[src/rtl/risc6_mem_port_arbiter.sv]
// Three-way arbiter (DBG > MEM > IF) in front of a single-port, 1-cycle-latency RAM,
// with an IF starvation guard and a registered owner tag that steers read returns.
module risc6_mem_port_arbiter #(
  parameter int unsigned AW              = 16,
  parameter int unsigned DW              = 16,
  parameter int unsigned MAX_DATA_STREAK = 4
) (
  input  logic          clk,
  input  logic          rst,
  input  logic          dbg_req,
  input  logic          dbg_we,
  input  logic [AW-1:0] dbg_addr,
  input  logic [DW-1:0] dbg_wdata,
  output logic          dbg_gnt,
  output logic          dbg_rvalid,
  output logic [DW-1:0] dbg_rdata,
  input  logic          mem_req,
  input  logic          mem_we,
  input  logic [AW-1:0] mem_addr,
  input  logic [DW-1:0] mem_wdata,
  output logic          mem_gnt,
  output logic          mem_stall,
  output logic          mem_rvalid,
  output logic [DW-1:0] mem_rdata,
  input  logic          if_req,
  input  logic [AW-1:0] if_addr,
  input  logic          if_flush,
  output logic          if_gnt,
  output logic          if_stall,
  output logic          if_rvalid,
  output logic [DW-1:0] if_rdata,
  output logic          ram_en,
  output logic          ram_we,
  output logic [AW-1:0] ram_addr,
  output logic [DW-1:0] ram_wdata,
  input  logic [DW-1:0] ram_rdata
);

  localparam int unsigned SW = 4;
  localparam logic [SW-1:0] STREAK_MAX = SW'(MAX_DATA_STREAK);

  typedef enum logic [0:0] {NORMAL, FORCE_IF} state_t;
  typedef enum logic [1:0] {OWN_NONE, OWN_DBG, OWN_MEM, OWN_IF} owner_t;

  state_t        state, state_nxt;
  owner_t        owner, owner_nxt;
  logic [SW-1:0] streak, streak_nxt;
  logic          if_want;
  logic          g_dbg, g_mem, g_if;

  assign if_want = if_req & ~if_flush;

  // Grant selection; everything is held off while reset is asserted.
  always_comb begin
    g_dbg = 1'b0;
    g_mem = 1'b0;
    g_if  = 1'b0;
    if (!rst) begin
      if (state == FORCE_IF && if_want) g_if  = 1'b1;
      else if (dbg_req)                 g_dbg = 1'b1;
      else if (mem_req)                 g_mem = 1'b1;
      else if (if_want)                 g_if  = 1'b1;
    end
  end

  assign dbg_gnt   = g_dbg;
  assign mem_gnt   = g_mem;
  assign if_gnt    = g_if;
  assign mem_stall = mem_req & ~g_mem & ~rst;
  assign if_stall  = if_want & ~g_if & ~rst;

  // Winner drives the RAM; idle cycles present all-zero.
  always_comb begin
    ram_en    = 1'b0;
    ram_we    = 1'b0;
    ram_addr  = '0;
    ram_wdata = '0;
    if (g_dbg) begin
      ram_en    = 1'b1;
      ram_we    = dbg_we;
      ram_addr  = dbg_addr;
      ram_wdata = dbg_wdata;
    end else if (g_mem) begin
      ram_en    = 1'b1;
      ram_we    = mem_we;
      ram_addr  = mem_addr;
      ram_wdata = mem_wdata;
    end else if (g_if) begin
      ram_en    = 1'b1;
      ram_addr  = if_addr;
    end
  end

  // Streak counts data grants that overtook a waiting fetch; hitting the limit forces IF next.
  always_comb begin
    streak_nxt = streak;
    if (!if_want || g_if)
      streak_nxt = '0;
    else if ((g_dbg || g_mem) && streak < STREAK_MAX)
      streak_nxt = streak + SW'(1);
    state_nxt = (streak_nxt >= STREAK_MAX) ? FORCE_IF : NORMAL;

    owner_nxt = OWN_NONE;
    if (g_dbg && !dbg_we)      owner_nxt = OWN_DBG;
    else if (g_mem && !mem_we) owner_nxt = OWN_MEM;
    else if (g_if)             owner_nxt = OWN_IF;
  end

  always_ff @(posedge clk or posedge rst) begin
    if (rst) begin
      state  <= NORMAL;
      streak <= '0;
      owner  <= OWN_NONE;
    end else begin
      state  <= state_nxt;
      streak <= streak_nxt;
      owner  <= owner_nxt;
    end
  end

  // Read return steering; a flush in the return cycle drops the stale instruction.
  assign dbg_rvalid = (owner == OWN_DBG);
  assign mem_rvalid = (owner == OWN_MEM);
  assign if_rvalid  = (owner == OWN_IF) & ~if_flush;
  assign dbg_rdata  = dbg_rvalid ? ram_rdata : '0;
  assign mem_rdata  = mem_rvalid ? ram_rdata : '0;
  assign if_rdata   = if_rvalid  ? ram_rdata : '0;

endmodule

[config.mk]
export PLATFORM = sky130hd
export DESIGN_NAME = risc6_mem_port_arbiter
export DESIGN_NICKNAME = d
export VERILOG_FILES = /design/src/rtl/risc6_mem_port_arbiter.sv
export SDC_FILE = /design/constraint.sdc
export NUM_CORES = 1
export LEC_CHECK = 0
export CORE_AREA = 8 8 69 71
export CTS_BUF_LIST = sky130_fd_sc_hd__clkbuf_8
export DETAILED_ROUTE_END_ITERATION = 7
export DIE_AREA = 0 0 77 79
export DONT_BUFFER_PORTS = 1
export GPL_ROUTABILITY_DRIVEN = 1
export REMOVE_ABC_BUFFERS = 1
export SLEW_MARGIN = 5
export SYNTH_ARGS = -nofsm -noshare
export SYNTH_HDL_FRONTEND = slang
export SYNTH_SLANG_ARGS = --single-unit
export TNS_END_PERCENT = 5
[constraint.sdc]
create_clock -name clk -period 1.6 [get_ports clk]
set_clock_uncertainty 0.05 [all_clocks]
set_input_delay 0.32 -clock clk [delete_from_list [all_inputs] [get_ports clk]]
set_output_delay 0.32 -clock clk [all_outputs]
set_load 0.03 [all_outputs]
Word-level counts from Yosys, hierarchy flattened:

Cells that the tools add are included.

* $lt $le $gt $ge: 2
* reduce and logical (&&, ||, !) cells: 9
* multiply operators: 0
* shift operators: 0
* div/mod/pow operators: 0
* bitwise logic cells: 10
* eq/ne operators: 3
* add/subtract/negate cells: 1
* muxes and demuxes: 31

Operators with widths (count)
* 16-bit two-way mux: 8
* 1-bit two-way mux: 18
* 4-bit two-way mux: 2
* 1-bit bitwise AND: 6
* 2-bit two-way mux: 3
* 4-bit by 1-bit adder with 4-bit output (second input constant): 1
* 2-bit equality test (second input constant): 2
* 4-bit by 3-bit greater-or-equal comparator with 1-bit output (second input constant): 1
* 1-bit logical AND: 4
* 4-bit by 3-bit less-than comparator with 1-bit output (second input constant): 1
* 1-bit NOT: 4
* 1-bit zero test: 3
* 2-bit by 1-bit equality test with 1-bit output (second input constant): 1
* 1-bit logical OR: 2

* bits in registers: 7
* memories: 0
* memory bits (writable): 0
* memory bits (read-only): 0
* bits in latches: 0
* output and inout port bits: 90

Logic depth before layout (Yosys ltp):

* depth in word-level cells: 11
* depth in mapped cells: 5

Worst setup path after synthesis:

OpenSTA, ideal clock, no wires.

* path kind: register to output
* start: reg state
* end: out ram_addr[10]
* stages on the path, launching flop included: 5
* arrival: 1773 ps
* slack: -543 ps
* path through: dfrtp_1 > and3b_1 > buf_2 > or4b_1 > a31oi_1

* longest elaborated chain between the ends: 6
* elaborated cells on any way between the ends: 10
* those cells by class: 9 x mux; 1 x reduce/logical

RTL lines
* start, declared: line 45 `state_t state, state_nxt;`
* start signal, assigned: line 115 `state <= state_nxt;`
* 1-bit logical AND *: line 59 `if (state == FORCE_IF && if_want) g_if = 1'b1;`
* 1-bit two-way mux: line 59
* 1-bit two-way mux: line 58 `if (!rst) begin`
* 16-bit two-way mux: line 88 `end else if (g_if) begin`
* 16-bit two-way mux: line 83 `end else if (g_mem) begin`
* 16-bit two-way mux *: line 78 `if (g_dbg) begin`
* end, declared: line 34 `output logic [AW-1:0] ram_addr,`

Every way passes the cells marked *; elsewhere a longest branch is shown, timed or not.

Worst setup path after layout:

* start: reg state
* end: out ram_addr[3]

The elaborated chain is that of the path after synthesis.

==> parameters.txt <==
Parameter                              Value

Critical path
  Critical-path top delay cell    sky130_fd_sc_hd__or4b_1
  Critical Path, Cell by Cell    and3b_2, buf_6, or4b_1, a31oi_1, buf_4
  Crit path max fanout    10
  Critical Path AT    roughly 1.9 ns
  Setup crit start kind    flop
  Max incr delay on CP    0.49 ns
  Worst R2R Setup Slack    0.05 ns
  Endpoint class of the critical path    primary output
  Path type of the worst setup path    flop to primary output
  Endpoint required time on the critical path    1.23 ns

Synth
  Count of yosys warnings during synthesis    0
  Distinct cell type count of the synthesized netlist    36
  Post-synthesis area per instance    between 7 and 8 sq um
  Cell count after synthesis    between 150 and 200
  Post-synthesis register bit count    7
  Post-synth design cell area    1420 sq um
  Register area share after synthesis    12.3%
  Fraction of post-synthesis cell area in the top cell type by area    a little over a fifth
  Area contributors post-synth    sky130_fd_sc_hd__and2_1, sky130_fd_sc_hd__dfrtp_1, sky130_fd_sc_hd__or4b_1
  Biggest area consumer among synthesized cells    sky130_fd_sc_hd__and2_1

Floorplan
  Number of top-level pins    194
  Vertical die dimension    ~79 um
  Std-Cell Rows    23
  Initial core utilization    between 30% and 40%
  Die area    6080 sq um
  Core outline area    approximately 3800 sq um
  Die Width    77 um

Global route
  Residual overflow from global routing    0
  Number of antenna violations at the first check in global routing    0
  Pin count of the biggest net entering global routing    25
  Total routing resource utilization after global routing    around 22%
  Via count of the first global-routing pass    2,091
  First-pass GRT wire length    11,200 um

Clock network
  Post-CTS clock slew at the launch and capture registers of the worst setup and hold paths    around 0.04 ns
  Clock tree from TritonCTS    done
  Max Buffers Root-to-Sink    2
  Root buf cell    sky130_fd_sc_hd__clkbuf_8
  Skew-Pair Late Insertion Delay    0.23 ns
  Total clock buffers created by CTS    3
  Clock net sink count    7
  CTS H-tree depth    1

Worst hold path
  HP Class    input port to flop

Layout
  Number of nets at the end of the flow    407
  Commonest cells after routing, fill and taps aside    sky130_fd_sc_hd__buf_6, sky130_fd_sc_hd__buf_4, sky130_fd_sc_hd__and2_1, sky130_fd_sc_hd__nand4_1, sky130_fd_sc_hd__nor3_1
  Footprint of the multi-input gates    1230 sq um
  Fill cell total of the finished layout    270
  Diodes inserted    0
  Most common cell after layout, fill and taps aside    sky130_fd_sc_hd__buf_6
  Growth of design area from synthesis to finish    92.2%
  Register Area    approximately 180 sq um
  Share of layout cells above drive strength 1    49.2%
  Post-route standard cell area excluding fillers    2740 sq um

Drt
  Routed wire length    7650 um
  Average detailed-routed wire length per instance    21.8 um
  First-pass DRT Iterations    5
  DRC violation count after routing    0
  Antenna Nets Post-Route    0
  Vias    2,082
  Count of routing violations after the opening detailed-route iteration    64
  Vias per cell    5.93

Status
  Violated checks    negative setup slack
  Status    finished with violations

Timing
  Number of max-slew violations in the final report    0
  Top achievable clock speed    approximately 0.45 GHz
  Final-layout setup total negative slack    -20.31 ns
  Worst slew pin tran    just over 0.5 ns
  Worst slew margin relative to its limit    about two thirds
  Fraction of the cycle the final worst path needs    140%
  Tmin final    between 2 and 2.5 ns
  Endpoints failing hold    0
  Number of setup violations in the final report    37
  Post-route worst hold slack    0.156 ns
  Setup repair after global routing missed its margin    true
  Post-route worst setup slack    -0.642 ns

Pwr
  Leakage power total    1.25 nW
  Power Density    384 nW/um^2
  Tot Pwr    1.05 mW
  Maximum vdd drop    about 0.00028 V

Placed design
  Post-placement cell area    2280 sq um
  GPL Wtd Cong    0.804
  HPWL Detailed    roughly 6000 um
  Setup slack after placement    -0.397 ns
  Number of buffers added on ports    0

Flow run
  Total of max-cap violations    0
## power by group
part           internal [mW]  switching [mW]  leakage [nW]
Combinational          0.266           0.359          1.13
Clock                  0.166          0.0752        0.0269
Sequential             0.181         0.00238        0.0964
Total                  0.613           0.437          1.25
## worst max-delay path, delay by kind of cell, from the launching register on
kind | cells | cell delay (ns)
buffers and inverters | 2 | 0.33
and+or+nand+nor | 2 | 0.74
DFF | 1 | 0.37
AOI/OAI and AO/OA | 1 | 0.20
## layer usage
layer  GRT usage [%]  wire [um]  up-vias  part of all wire [%]
met5               0          0        -                     0
met4            9.06        201        0                   2.6
met3            12.1       1050       12                    14
met2            38.7       3760      150                    49
met1            21.7       2630      959                    34
li1                -          -      961                     -
## cells in the mapped netlist (all sizes together)
cell and instances:
o41ai 1, and3b 1, inv 3, o21ba 2, nand4 17, o31ai 2
a41oi 1, clkbuf 13, nand2 1, ha 1, nor3 18, dfrtp 7
nor2b 3, nand3b 1, a31oi 16, or2 1, a22o 17, nor2 5
nand2b 3, or4 1, clkinv 1, o21ai 3, buf 7, o21bai 2
or4b 16, and2 48, a21oi 3, nand3 3
## flip-flops by register name (all words and copies together) (netlist names)
register	cells
streak	4
owner	2
state	1
## cells by family (layout without fill, tap and decap cells)
kind of cell / after synthesis / after routing / share of synthesized area (%)
flip-flops: 7 / 7 / 12.3
buffers and inverters: 24 / 128 / 7.56
AO/OA/AOI/OAI: 47 / 47 / 24.6
adder cells (fa/ha/maj): 1 / 1 / 0.879
AND/OR/NAND/NOR: 118 / 118 / 54.7
## final cells by class
cell class              count  area share (%)
flip-flops and latches      7            6.40
inverters                   4           0.594
clock inverters             1           0.137
clock buffers               3            1.51
repair buffers            120            44.2
multi-input cells         166            44.9
well taps                  50            2.29
## final timing paths
kind | end | cells after the start | startpoint
hold reg to reg | streak[2]$_DFF_PP0_ | 2 | streak[2]$_DFF_PP0_
setup reg to reg | streak[0]$_DFF_PP0_ | 5 | state$_DFF_PP0_
setup / recovery | ram_addr[3] | 5 | state$_DFF_PP0_
max in group asynchronous | owner[0]$_DFF_PP0_ | 3 | rst
min in group asynchronous | state$_DFF_PP0_ | 3 | rst
hold / removal | owner[1]$_DFF_PP0_ | 1 | mem_we
## repair_timing
item | CTS | global route
pin swaps | 15 | 28
hold endpoints to repair | 7 | 0
hold buffers | 1 | 0
setup endpoints to repair | 59 | 87
gates cloned | 1 | 0
resized for setup | 46 | 55
setup buffers | 2 | 0
## stage by stage
step,utilization [%],instances
floorplan,-,177
global placement,59.9,343
detailed placement,59.9,343
CTS,66.2,351
global route,72.0,351
finish,72.0,351
Note: power is estimated with default switching activity, not from simulation.
